### src/rtl/pooling_forward_max.sv
// ---------------------------------------------------------------------------
// pooling_forward_max
//   Forward max-pooling unit. Accepts one k_w*k_h window of IEEE-754 single
//   precision bit patterns per handshake, scans it one element per clock and
//   returns the largest element together with its flat index. The index is
//   what the backward pass uses to route the error term.
//
// Ports
//   clk           system clock, rising edge
//   reset_n       asynchronous active-low reset
//   in_valid      window on data_vect_in is valid
//   in_ready      block can accept a window this cycle (combinational)
//   data_vect_in  WIDTH x 32-bit elements, element j has flat index j
//   out_valid     max_value / max_flt_idx are valid
//   out_ready     consumer accepts the result
//   max_value     maximum element of the window, bit-exact copy of an input
//   max_flt_idx   flat index of max_value, zero-extended to 8 bits
// ---------------------------------------------------------------------------
module pooling_forward_max #(
  parameter int k_w = 3,
  parameter int k_h = 3
) (
  input  logic        clk,
  input  logic        reset_n,
  input  logic        in_valid,
  output logic        in_ready,
  input  logic [31:0] data_vect_in [k_w*k_h-1:0],
  output logic        out_valid,
  input  logic        out_ready,
  output logic [31:0] max_value,
  output logic [7:0]  max_flt_idx
);

  localparam int WIDTH = k_w * k_h;
  // Narrowest counter that can address every element (at least one bit).
  localparam int IDX_W = (WIDTH > 1) ? $clog2(WIDTH) : 1;

  localparam logic [1:0] IDLE = 2'd0;
  localparam logic [1:0] SCAN = 2'd1;
  localparam logic [1:0] DONE = 2'd2;

  logic [1:0]       r_state;
  logic [31:0]      r_buf [WIDTH-1:0];
  logic [IDX_W-1:0] r_cnt;
  logic [31:0]      r_best;
  logic [IDX_W-1:0] r_best_idx;
  logic             r_out_valid;

  logic             w_accept;
  logic             w_last;

  // Sign-magnitude "a > b" on raw float patterns. Mapping each pattern to a
  // signed integer (+mag or -mag) makes +0 and -0 equal and orders negatives
  // by decreasing magnitude; NaN/Inf fall out as ordinary magnitudes.
  function automatic logic f_gt(input logic [31:0] a, input logic [31:0] b);
    logic signed [31:0] va;
    logic signed [31:0] vb;
    va = a[31] ? -$signed({1'b0, a[30:0]}) : $signed({1'b0, a[30:0]});
    vb = b[31] ? -$signed({1'b0, b[30:0]}) : $signed({1'b0, b[30:0]});
    return va > vb;
  endfunction

  // NOTE: every signal driven here gets a value on every path (default
  // first), so no latch is inferred.
  always_comb begin
    in_ready = 1'b0;
    if (r_state == IDLE || (r_state == DONE && out_ready)) begin
      in_ready = 1'b1;
    end
  end

  assign w_accept = in_valid && in_ready;
  assign w_last   = (r_cnt == IDX_W'(WIDTH - 1));

  // NOTE: sequential state uses non-blocking assignments only, so every
  // register samples pre-edge values regardless of statement order.
  always_ff @(posedge clk or negedge reset_n) begin
    if (!reset_n) begin
      r_state     <= IDLE;
      r_cnt       <= '0;
      r_best      <= '0;
      r_best_idx  <= '0;
      r_out_valid <= 1'b0;
      // NOTE: the window buffer is a register bank, not a RAM, so it is
      // cleared with the rest of the state; nothing stale survives a reset.
      for (int i = 0; i < WIDTH; i++) begin
        r_buf[i] <= '0;
      end
    end else if (w_accept) begin
      // Covers both the IDLE accept and the back-to-back DONE retire+accept.
      r_buf       <= data_vect_in;
      r_best      <= data_vect_in[0];
      r_best_idx  <= '0;
      r_cnt       <= IDX_W'(1);
      r_state     <= (WIDTH > 1) ? SCAN : DONE;
      r_out_valid <= (WIDTH == 1);
    end else begin
      case (r_state)
        SCAN: begin
          // Strict greater-than keeps the lowest index on ties.
          if (f_gt(r_buf[r_cnt], r_best)) begin
            r_best     <= r_buf[r_cnt];
            r_best_idx <= r_cnt;
          end
          if (w_last) begin
            r_state     <= DONE;
            r_out_valid <= 1'b1;
          end else begin
            r_cnt <= r_cnt + 1'b1;
          end
        end
        DONE: begin
          // in_valid is low here, otherwise the accept branch would have won.
          if (out_ready) begin
            r_state     <= IDLE;
            r_out_valid <= 1'b0;
          end
        end
        IDLE: ;
        default: begin
          r_state     <= IDLE;
          r_out_valid <= 1'b0;
        end
      endcase
    end
  end

  // The running best is the result register; it only changes while out_valid
  // is low, so the outputs are stable for the whole DONE phase.
  assign out_valid   = r_out_valid;
  assign max_value   = r_best;
  assign max_flt_idx = 8'(r_best_idx);

endmodule
### config.mk
export PLATFORM = sky130hd
export DESIGN_NAME = pooling_forward_max
export DESIGN_NICKNAME = d
export VERILOG_FILES = /design/src/rtl/pooling_forward_max.sv
export SDC_FILE = /design/constraint.sdc
export NUM_CORES = 1
export LEC_CHECK = 0
export CORE_MARGIN = 3
export CORE_UTILIZATION = 25
export CTS_BUF_LIST = sky130_fd_sc_hd__clkbuf_4
export DETAILED_ROUTE_END_ITERATION = 7
export PLACE_DENSITY = 0.57
export REMOVE_ABC_BUFFERS = 1
export SKIP_CTS_REPAIR_TIMING = 1
export SLEW_MARGIN = 25
export SYNTH_ARGS = -nofsm -noshare
export SYNTH_HDL_FRONTEND = slang
export SYNTH_SLANG_ARGS = --single-unit
### constraint.sdc
create_clock -name clk -period 16.95 [get_ports clk]
set_input_delay 1.695 -clock clk [delete_from_list [all_inputs] [get_ports clk]]
set_output_delay 1.695 -clock clk [all_outputs]
set_load 0.005 [all_outputs]
==> summary.txt, run 1 <==
Worst setup path
  • CP max stage cell: dfrtp_4
  • Worst Path Arrival: ~8000 ps
  • Critical Path Fanout Max: 48
  • Crit path buf inv count: 3
  • Top delay family on crit path: compound AO/OA/AOI/OAI gates
  • CP startpoint kind: flip-flop
  • Worst path max stage delay: between 600 and 700 ps
  • Worst setup EP type: flip-flop
  • Worst Path Required: 17,660 ps
  • Crit Path Class: reg -> reg
  • Critical path's most frequent cell: ha_1
  • Crit-path cells: buf_6 > mux4_2 > or2_1 > a22oi_1 > ha_1 > inv_1 > a221oi_2 > nand4_2 > nor4_4 > a41oi_1 > xnor2_1 > ha_1 > nand2_1 > nor2_1 > a211oi_1 > o2111ai_1 > o21ai_1 > nand2b_1 > buf_4 > a311o_1

Logic synthesis
  • Post-Syn Area per Cell: 8.99 µm²
  • Sequential area share after synthesis: 0.484
  • Gate Count Post-Synth: between 1,500 and 2,000
  • Yosys top cell by area: dfrtp_1
  • Synth top area share: 0.484
  • FF+latch count, synth: 330
  • Count leader, synth: nand2_1
  • Netlist cell types: 67
  • Post-synth EDFFs: 0
  • FFs w/ async S/R, synth: 1.00
  • Syn Std Cell Area: around 0.017 mm²
  • Synth top area cells: dfrtp_1, nand2_1, mux4_2
  • Post-synth top cells: nand2_1, dfrtp_1, clkbuf_1, mux2i_1, nor2_1
  • Synth Flop Type: dfrtp_1
  • Yosys warnings: 0

Pwr
  • Leak: about 11 nW
  • Power per cell area: about 220 mW/mm²
  • Total power draw: 4.86 mW
  • Worst IR Drop VDD: 0.0000909 V

Global route
  • Largest net degree at the start of global routing: 130
  • Vias in the first global route: 15,800
  • Overflow after GRT: 0
  • First-pass GRT wire length: 92.5 mm
  • Initial antenna violation count: 4
  • Gr usage total: 0.170

Job
  • MaxCap Viol Count: 0

Floorplan
  • Die Span X: 267 µm
  • I/O pin total: 334
  • Initial Utilization: 0.253
  • Height of the die: 267 µm
  • Die footprint: 0.0714 mm²
  • Core Rows: 95
  • Core Footprint: between 0.06 and 0.07 mm²

Timing
  • Fin Setup TNS: 0 ps
  • Slew headroom: 0.309
  • Achievable frequency: 137 MHz
  • Worst Clk Skew: 88.7 ps
  • Hold WS: between 400 and 500 ps
  • Worst Tran Pin Value: 1040 ps
  • RSZ-0062 raised after global routing: no
  • Minimum clock period: 7310 ps
  • Slew Viols, Final: 0
  • Setup-failing EPs final: 0
  • Final Cycle Share: 0.431
  • Hold Vio Cnt, Final: 0

Clock network
  • Total CTS buffers: 97
  • CTS Buffer Depth: 3
  • Clk sinks: 330
  • H-tree levels: 3
  • Root Driver: clkbuf_4
  • CTS tree: built
  • Clock-pin slew on the worst setup and hold paths: 70 ps
  • Clock latency on the worst-skew pair: 860 ps

Hold path
  • HP Class: reg -> reg

Cells and area
  • Final nets: roughly 2,600
  • Layout cells sized above 1: 0.103
  • Non-filler cells, final: around 3,200
  • Fill cells: between 6,000 and 7,000
  • P&R area growth vs syn: 31.2%

Drt
  • Via count: about 15,000
  • First-pass DRT Iterations: 7
  • Vias/cell: 4.71
  • Final WL: 61.5 mm
  • WL/cell: between 15 and 20 µm
  • Antenna violation net count after detailed routing: 0
  • Drt first-iter violations: 1,082
  • Remaining DRCs: 0

Place
  • RePlAce Congestion: 0.827
  • Placed Cells incl. Taps: around 3,000
  • HPWL Detailed: around 43 mm
  • Port Buffers: roughly 330

Run status
  • Status: finished clean
layout by cell type, fill, tap and decap left out, types with 6 or more instances in the layout:
master	n
nand2_1	877
clkdlybuf4s50_1	328
dfrtp_1	325
clkbuf_4	137
mux2i_1	65
nor2_1	38
ha_1	36
mux4_2	34
xor2_1	33
xnor2_1	28
o21ai_0	24
a221o_1	20
a21oi_1	20
and3_1	20
a21o_1	20
nor4_1	18
a311o_1	18
clkinv_1	16
buf_4	15
inv_1	12
o21ai_1	12
o211ai_1	12
nor3_1	11
a221oi_1	10
or4_1	10
a31oi_1	10
a41oi_1	9
nand4_1	7
nand4b_1	7
a2bb2oi_2	6
nand2b_1	6
o31ai_1	6
buf_6	6
cells by family (layout without fill, tap and decap cells):
family | Yosys count | count (layout) | synth area share
and+or+nand+nor | 1031 | 1031 | 0.248
DFF | 330 | 330 | 0.484
AOI/OAI and AO/OA | 203 | 203 | 0.0917
buffers and inverters | 136 | 528 | 0.0356
muxes | 99 | 99 | 0.0830
xor gates and xnor gates | 61 | 61 | 0.0313
adders and majority gates | 36 | 36 | 0.0264
other | 1 | 7 | 0.000220
state kept, by name, indices dropped and copies added (netlist names):
signal	flops
max_value	32
r_state	2
r_buf	288
r_best_idx	4
r_cnt	4
routing by layer:
metal  vias up  GRT usage  wire (µm)
met5         -          0         13
met4         2     0.0576       1470
met3        95     0.0429       4060
met2       449      0.281      29100
met1      7324      0.218      26800
li1       7054          -          -
through the flow:
stage          cell area, µm²  setup slack (ps)   util
3_3_place_gp            21100              9100  0.313
2_1_floorplan           16500              5830      -
5_1_grt                 22400              9170  0.332
4_1_cts                 22300              8810  0.331
3_5_place_dp            21100              8880  0.313
6_report                22400              9640  0.332
power by group:
part	internal [mW]	switching [mW]
Sequential	1.17	0.309
Combinational	1.12	1.52
Clock	0.384	0.358
Total	2.67	2.19
worst min-delay path, delay by kind of cell, from the launching register on:
kind / cells / cell delay [ps]
DFF: 1 / 340
and+or+nand+nor: 2 / 100
final cells by class:
class                   instances  area, µm²  area share
diodes                          3       7.51    0.000335
clock buffers                 137       1030      0.0459
clock inverters                26        141     0.00632
inverters                      12       45.0     0.00201
multi-input cells            1434       8250       0.368
flip-flops and latches        330       8270       0.369
well taps                     873       1090      0.0488
repair buffers                353       3550       0.159
path summary, 6_finish.rpt:
check / start / endpoint / slack (ps) / cells past startpoint
setup reg to reg: r_cnt[0] / max_value[23] / 9640 / 20
hold / removal: r_buf[54] / r_buf[54] / 470 / 2
hold reg to reg: r_buf[54] / r_buf[54] / 470 / 2
max in group asynchronous: reset_n / r_buf[159] / 14350 / 3
setup / recovery: r_cnt[0] / max_value[23] / 9640 / 20
min in group asynchronous: reset_n / r_buf[125] / 750 / 1
Power figures use the tool's default switching activity.
==> inputs of run 2 (changes only) <==
==> constraint.sdc (replaced) <==
create_clock -name clk -period 7.5 [get_ports clk]
set_input_delay 0.75 -clock clk [delete_from_list [all_inputs] [get_ports clk]]
set_output_delay 0.75 -clock clk [all_outputs]
set_load 0.005 [all_outputs]
==> run 2 against run 1 <==
  * Flip-flop and latch count is the same
  * Sequential share of layout area is essentially flat
  * Wire length grew 0.24%
  * Clock power grew 120%
  * Cell count is essentially flat
  * Fmax grew 9.9%
  * Clock-buffer cell count shrank 13
  * Critical endpoint is now max_value[25]
  * Largest cell class unchanged
  * Highest routed layer unchanged
==> summary.txt, run 2 (synthesis gave the netlist of run 1 again) <==
Worst setup path
  • CP max stage cell: dfrtp_2 (was dfrtp_4)
  • Crit Path Class: reg -> reg (unchanged)
  • Worst Path Arrival: 7350 ps (was 8020 ps)
  • Critical Path Fanout Max: 25 (was 48)
  • Crit path buf inv count: 3 (unchanged)
  • Worst path max stage delay: 740 ps (was 650 ps)
  • Crit-path cells: buf_4 > nor4b_4 > buf_4 > nand2_1 > o21ai_1 > or4_1 > nor2_1 > a41oi_1 > xor2_1 > ha_1 > a21o_1 > a31oi_1 > o2111ai_1 > o21ai_1 > nand2b_1 > buf_4 > a311o_1 (was buf_6 > mux4_2 > or2_1 > a22oi_1 > ha_1 > inv_1 > a221oi_2 > nand4_2 > nor4_4 > a41oi_1 > xnor2_1 > ha_1 > nand2_1 > nor2_1 > a211oi_1 > o2111ai_1 > o21ai_1 > nand2b_1 > buf_4 > a311o_1)
  • Worst setup EP type: flip-flop (unchanged)
  • Critical path's most frequent cell: buf_4 (was ha_1)
  • Reg-to-reg startpoint: r_cnt[1] (was r_cnt[0])
  • Worst Path Required: 8190 ps (was 17,660 ps)
  • Top delay family on crit path: compound AO/OA/AOI/OAI gates (unchanged)
  • CP startpoint kind: flip-flop (unchanged)
  • Critical path launch point: r_cnt[1] (was r_cnt[0])

Global route
  • First-pass GRT wire length: 93.6 mm (was 92.5 mm)
  • Gr usage total: 0.171 (was 0.170)
  • Vias in the first global route: 16,000 (was 15,800)
  • Largest net degree at the start of global routing: 268 (was 130)
  • Initial antenna violation count: 4 (unchanged)
  • Overflow after GRT: 0 (unchanged)

Clock network
  • Clock-pin slew on the worst setup and hold paths: 60 ps (was 70 ps)
  • CTS Buffer Depth: 3 (unchanged)
  • H-tree levels: 3 (unchanged)
  • Clk sinks: 330 (unchanged)
  • Root Driver: clkbuf_4 (unchanged)
  • Total CTS buffers: 94 (was 97)
  • CTS tree: built (unchanged)
  • Clock latency on the worst-skew pair: 860 ps (about the same)

Place
  • Port Buffers: 329 (unchanged)
  • Area after DPL: 0.0212 mm² (was 0.0211 mm²)
  • HPWL Detailed: 44.2 mm (was 42.8 mm)
  • RePlAce Congestion: 0.867 (was 0.827)

Timing
  • Slew Viols, Final: 0 (unchanged)
  • Worst Clk Skew: 76.0 ps (was 88.7 ps)
  • Final Cycle Share: 0.888 (was 0.431)
  • Setup-failing EPs final: 0 (unchanged)
  • Achievable frequency: 150 MHz (was 137 MHz)
  • Slew headroom: 0.358 (was 0.309)
  • RSZ-0062 raised after global routing: no (unchanged)
  • Minimum clock period: 6660 ps (was 7310 ps)
  • Hold Vio Cnt, Final: 0 (unchanged)
  • Worst Tran Pin Value: 964 ps (was 1040 ps)

Hold path
  • Hold Crit Start: data_vect_in[136] (was r_buf[54])
  • HP Class: in -> reg (was reg -> reg)

Floorplan
  • Height of the die: 267 µm (unchanged)
  • Initial Utilization: 0.253 (unchanged)
  • Die Span X: 267 µm (unchanged)
  • I/O pin total: 334 (unchanged)
  • Core Rows: 95 (unchanged)
  • Core Footprint: 0.0674 mm² (unchanged)
  • Die footprint: 0.0714 mm² (unchanged)

Drt
  • WL/cell: 19.5 µm (was 19.4 µm)
  • Drt first-iter violations: 1,100 (was 1,082)
  • Vias/cell: 4.74 (was 4.71)
  • First-pass DRT Iterations: 5 (was 7)
  • Final WL: 61.6 mm (was 61.5 mm)
  • Antenna violation net count after detailed routing: 0 (unchanged)
  • Remaining DRCs: 0 (unchanged)
  • Via count: 15,000 (was 14,900)

Cells and area
  • Commonest non-fill, non-tap cell in the layout: nand2_1 (unchanged)
  • P&R area growth vs syn: 31.0% (was 31.2%)
  • Reg area: 0.00827 mm² (about the same)
  • Final instance area: 0.0223 mm² (was 0.0224 mm²)
  • Top reg by flops: r_buf (unchanged)
  • Area occupied by multi-input gates: 0.00825 mm² (unchanged)
  • Fill cells: 6,956 (was 6,931)
  • Final nets: 2,557 (was 2,556)
  • Largest register FFs: 288 (unchanged)
  • Layout cells sized above 1: 0.100 (was 0.103)
  • Commonest cells after routing, fill and taps aside: nand2_1, clkdlybuf4s50_1, dfrtp_1 (unchanged)

Pwr
  • Leak: 10.8 nW (about the same)
  • Worst IR Drop VDD: 0.000212 V (was 0.0000909 V)
  • NetSw: 5.02 mW (was 2.19 mW)
  • Power per cell area: 493 mW/mm² (was 217 mW/mm²)
  • Net Sw Frac: 0.456 (was 0.451)
  • Clk network pwr share: 0.145 (was 0.153)
  • Comb pwr share: 0.556 (was 0.543)
  • Internal power: 6.00 mW (was 2.67 mW)
  • Total power draw: 11.0 mW (was 4.86 mW)
  • Reg power frac: 0.299 (was 0.304)

Job
  • MaxCap Viol Count: 0 (unchanged)

Run status
  • Status: finished clean (unchanged)
==> run 2: layout make-up <==
type	instances	share of cell area
multi-input combinational	1434	0.369
clock buffer	124	0.0417
clock inverter	34	0.00773
sequential	330	0.370
tap	873	0.0489
inverter	12	0.00202
timing repair buffer	357	0.160
antenna	3	0.000336
==> run 2: metal layers <==
| metal | vias up | GRT usage | share of wire |
|---|---|---|---|
| met1 | 7399 | 0.223 | 0.44 |
| met3 | 89 | 0.0440 | 0.066 |
| met2 | 420 | 0.280 | 0.47 |
| met5 | - | 0 | 0.00067 |
| li1 | 7088 | - | - |
| met4 | 6 | 0.0514 | 0.022 |
==> run 2: final timing paths <==
check	end	slack (ps)	cells past startpoint
min in group asynchronous	r_buf[29]	530	2
max in group asynchronous	r_buf[159]	5520	3
worst max-delay path	max_value[25]	840	17
worst max register to register	max_value[25]	840	17
worst min-delay path	r_buf[136]	440	3
worst min register to register	r_buf[108]	470	2
==> run 2: power groups by stage <==
stage               Clock (mW)  Sequential (mW)  Combinational [mW]
floorplan                    0             3.19                4.28
global placement             0             3.27                6.08
detailed placement           0             3.31                6.13
CTS                       1.66             3.28                6.18
global route              1.76             3.40                6.85
finish                    1.60             3.29                6.12
==> run 2: worst register-to-register path, delay by kind of cell, from the launching register on <==
| kind | cells | cell delay (ps) |
|---|---|---|
| AO/OA/AOI/OAI | 7 | 2080 |
| AND/OR/NAND/NOR | 5 | 2030 |
| buffers and inverters | 3 | 1150 |
| flip-flops | 1 | 740 |
| adder cells (fa/ha/maj) | 1 | 320 |
| XOR/XNOR | 1 | 210 |
==> run 2: through the flow <==
stage | setup TNS [ps] | setup WS [ps] | hold slack [ps] | std cells | utilization
2_1_floorplan | -474350 | -3620 | 440 | 1776 | -
3_3_place_gp | 0 | 899 | 453 | 3004 | 0.314
3_5_place_dp | 0 | 873 | 459 | 3004 | 0.314
4_1_cts | 0 | 853 | -158 | 3162 | 0.331
5_1_grt | 0 | 331 | 376 | 3165 | 0.331
6_report | 0 | 843 | 439 | 3167 | 0.332
==> inputs of run 3 (changes only) <==
--- a/config.mk
+++ b/config.mk
@@ -9,6 +9,7 @@
 export CORE_UTILIZATION = 25
 export CTS_BUF_LIST = sky130_fd_sc_hd__clkbuf_4
 export DETAILED_ROUTE_END_ITERATION = 7
+export GPL_ROUTABILITY_DRIVEN = 0
 export PLACE_DENSITY = 0.57
 export REMOVE_ABC_BUFFERS = 1
 export SKIP_CTS_REPAIR_TIMING = 1
==> run 3 against run 2 <==
  * Global-route usage shrank 0.10 points
  * Critical path depth grew 2
  * Clock skew shrank 9.6 ps
  * Worst setup slack lost 250 ps
  * Register-to-register slack lost 250 ps
  * Highest routed layer unchanged
==> summary.txt, run 3 (synthesis gave the netlist of run 1 again) <==
Global route
  • Gr usage total: 0.170 (was 0.171)
  • Overflow after GRT: 0 (unchanged)
  • Top Usage Layer GRT: met2 (unchanged)
  • Largest net degree at the start of global routing: 172 (was 268)
  • Met1 Usage GRT: 0.214 (was 0.223)
  • Met2 GRT Util: 0.275 (was 0.280)
  • First-pass GRT wire length: 92.3 mm (was 93.6 mm)
  • Vias in the first global route: 16,000 (about the same)
  • GR Util met3: 0.0488 (was 0.0440)
  • Initial antenna violation count: 9 (was 4)

Timing
  • Achievable frequency: 145 MHz (was 150 MHz)
  • Slew Viols, Final: 0 (unchanged)
  • Worst Clk Skew: 66.3 ps (was 76.0 ps)
  • Slew headroom: 0.388 (was 0.358)
  • Setup-failing EPs final: 0 (unchanged)
  • Minimum clock period: 6910 ps (was 6660 ps)
  • Final setup margin: 590 ps (was 843 ps)
  • Worst Tran Pin Value: 918 ps (was 964 ps)
  • RSZ-0062 raised after global routing: no (unchanged)
  • Hold Vio Cnt, Final: 0 (unchanged)
  • Final Cycle Share: 0.921 (was 0.888)

Drt
  • Vias/cell: 4.75 (was 4.74)
  • Final WL: 60.9 mm (was 61.6 mm)
  • Remaining DRCs: 0 (unchanged)
  • Drt first-iter violations: 1,144 (was 1,100)
  • Via count: 15,100 (was 15,000)
  • Antenna violation net count after detailed routing: 0 (unchanged)
  • First-pass DRT Iterations: 7 (was 5)
  • WL/cell: 19.1 µm (was 19.5 µm)

Floorplan
  • Die footprint: 0.0714 mm² (unchanged)
  • I/O pin total: 334 (unchanged)
  • Core Rows: 95 (unchanged)
  • Initial Utilization: 0.253 (unchanged)
  • Core Footprint: 0.0674 mm² (unchanged)
  • Height of the die: 267 µm (unchanged)
  • Die Span X: 267 µm (unchanged)

Clock network
  • CTS tree: built (unchanged)
  • Clk sinks: 330 (unchanged)
  • Total CTS buffers: 97 (was 94)
  • Clock-pin slew on the worst setup and hold paths: 60 ps (about the same)
  • Root Driver: clkbuf_4 (unchanged)
  • H-tree levels: 3 (unchanged)
  • Clock latency on the worst-skew pair: 850 ps (was 860 ps)
  • CTS Buffer Depth: 3 (unchanged)

Cells and area
  • P&R area growth vs syn: 31.5% (was 31.0%)
  • Commonest non-fill, non-tap cell in the layout: nand2_1 (unchanged)
  • Top reg by flops: r_buf (unchanged)
  • Final nets: 2,560 (was 2,557)
  • Commonest cells after routing, fill and taps aside: nand2_1, clkdlybuf4s50_1, dfrtp_1 (unchanged)
  • Layout cells sized above 1: 0.103 (was 0.100)
  • Largest register FFs: 288 (unchanged)

Worst setup path
  • CP startpoint kind: flip-flop (unchanged)
  • Critical path launch point: r_cnt[1] (unchanged)
  • Crit Path Class: reg -> reg (unchanged)
  • Worst setup EP type: flip-flop (unchanged)
  • Worst Path Arrival: 7610 ps (was 7350 ps)
  • Critical Path Fanout Max: 25 (unchanged)
  • Worst Path Required: 8200 ps (was 8190 ps)
  • Reg-to-reg startpoint: r_cnt[1] (unchanged)

Pwr
  • NetSw: 5.01 mW (was 5.02 mW)
  • Power per cell area: 491 mW/mm² (was 493 mW/mm²)
  • Internal power: 6.01 mW (was 6.00 mW)
  • Reg power frac: 0.299 (about the same)
  • Worst IR Drop VDD: 0.000283 V (was 0.000212 V)
  • Clk network pwr share: 0.151 (was 0.145)
  • Leak: 10.8 nW (about the same)
  • Total power draw: 11.0 mW (about the same)
  • Comb pwr share: 0.550 (was 0.556)
  • Net Sw Frac: 0.454 (was 0.456)

Hold path
  • Hold Crit Start: data_vect_in[136] (unchanged)
  • HP Class: in -> reg (unchanged)

Place
  • Port Buffers: 329 (unchanged)
  • DP Worst Slack: 654 ps (was 873 ps)
  • HPWL Detailed: 43.5 mm (was 44.2 mm)

Run status
  • Status: finished clean (unchanged)

Job
  • MaxCap Viol Count: 0 (unchanged)
==> run 3: cell types whose count changed in the layout (fill, tap and decap cells not counted), sizes merged <==
cell / change
bufinv: -1
clkbuf: +11
clkinv: +2
clkinvlp: +1
diode: +7
==> run 3: layout make-up <==
| cell class | count | area [µm²] |
|---|---|---|
| sequential | 330 | 8270 |
| timing repair buffer | 357 | 3570 |
| antenna | 10 | 25.0 |
| inverter | 12 | 45.0 |
| tap | 873 | 1090 |
| fill | 6912 | 45000 |
| clock inverter | 36 | 159 |
| multi-input combinational | 1434 | 8260 |
| clock buffer | 135 | 1010 |
==> run 3: path summary, 6_finish.rpt <==
check	cells past startpoint	slack, ps	end
worst max-delay path	19	590	max_value[22]
worst min-delay path	3	430	r_buf[136]
worst max register to register	19	590	max_value[22]
worst min register to register	2	470	r_buf[78]
max in group asynchronous	4	5520	r_buf[104]
min in group asynchronous	2	510	r_buf[4]
==> run 3: power by group through the flow <==
stage	clock (mW)	combinational [mW]	sequential, mW
after floorplan	0	4.28	3.19
final	1.66	6.07	3.29
after detailed placement	0	6.06	3.31
after CTS	1.75	6.10	3.29
after global placement	0	5.88	3.27
after global routing	1.84	6.74	3.40
==> run 3: per-stage QoR <==
step           cell area, µm²  cells  hold WS [ps]  TNS, ps  utilization
6_report                22400   3187           429        0        0.333
3_3_place_gp            21200   3004           452        0        0.314
4_1_cts                 22400   3175          -230        0        0.332
3_5_place_dp            21200   3004           458        0        0.314
2_1_floorplan           16500   1776           440  -474350            -
5_1_grt                 22400   3186           294        0        0.333
==> run 3: critical path, stage by stage, from the launching register on <==
cell,delay [ps]
dfrtp_2,820
and2_2,770
a221oi_1,220
a22oi_1,430
ha_1,300
inv_1,70
a221oi_2,230
nand4_2,210
nor4_4,580
a41oi_1,230
xnor2_1,180
ha_1,330
nand2_1,70
nor2_1,50
a211oi_1,220
o2111ai_1,200
o21ai_1,690
nand2b_1,460
buf_4,350
a311o_1,360
==> run 3: routing by layer <==
layer	vias up	share of wire	wire [µm]
li1	7114	-	-
met1	7410	0.43	26100
met2	499	0.47	28700
met3	114	0.068	4160
met4	4	0.032	1980
met5	-	0.00034	21
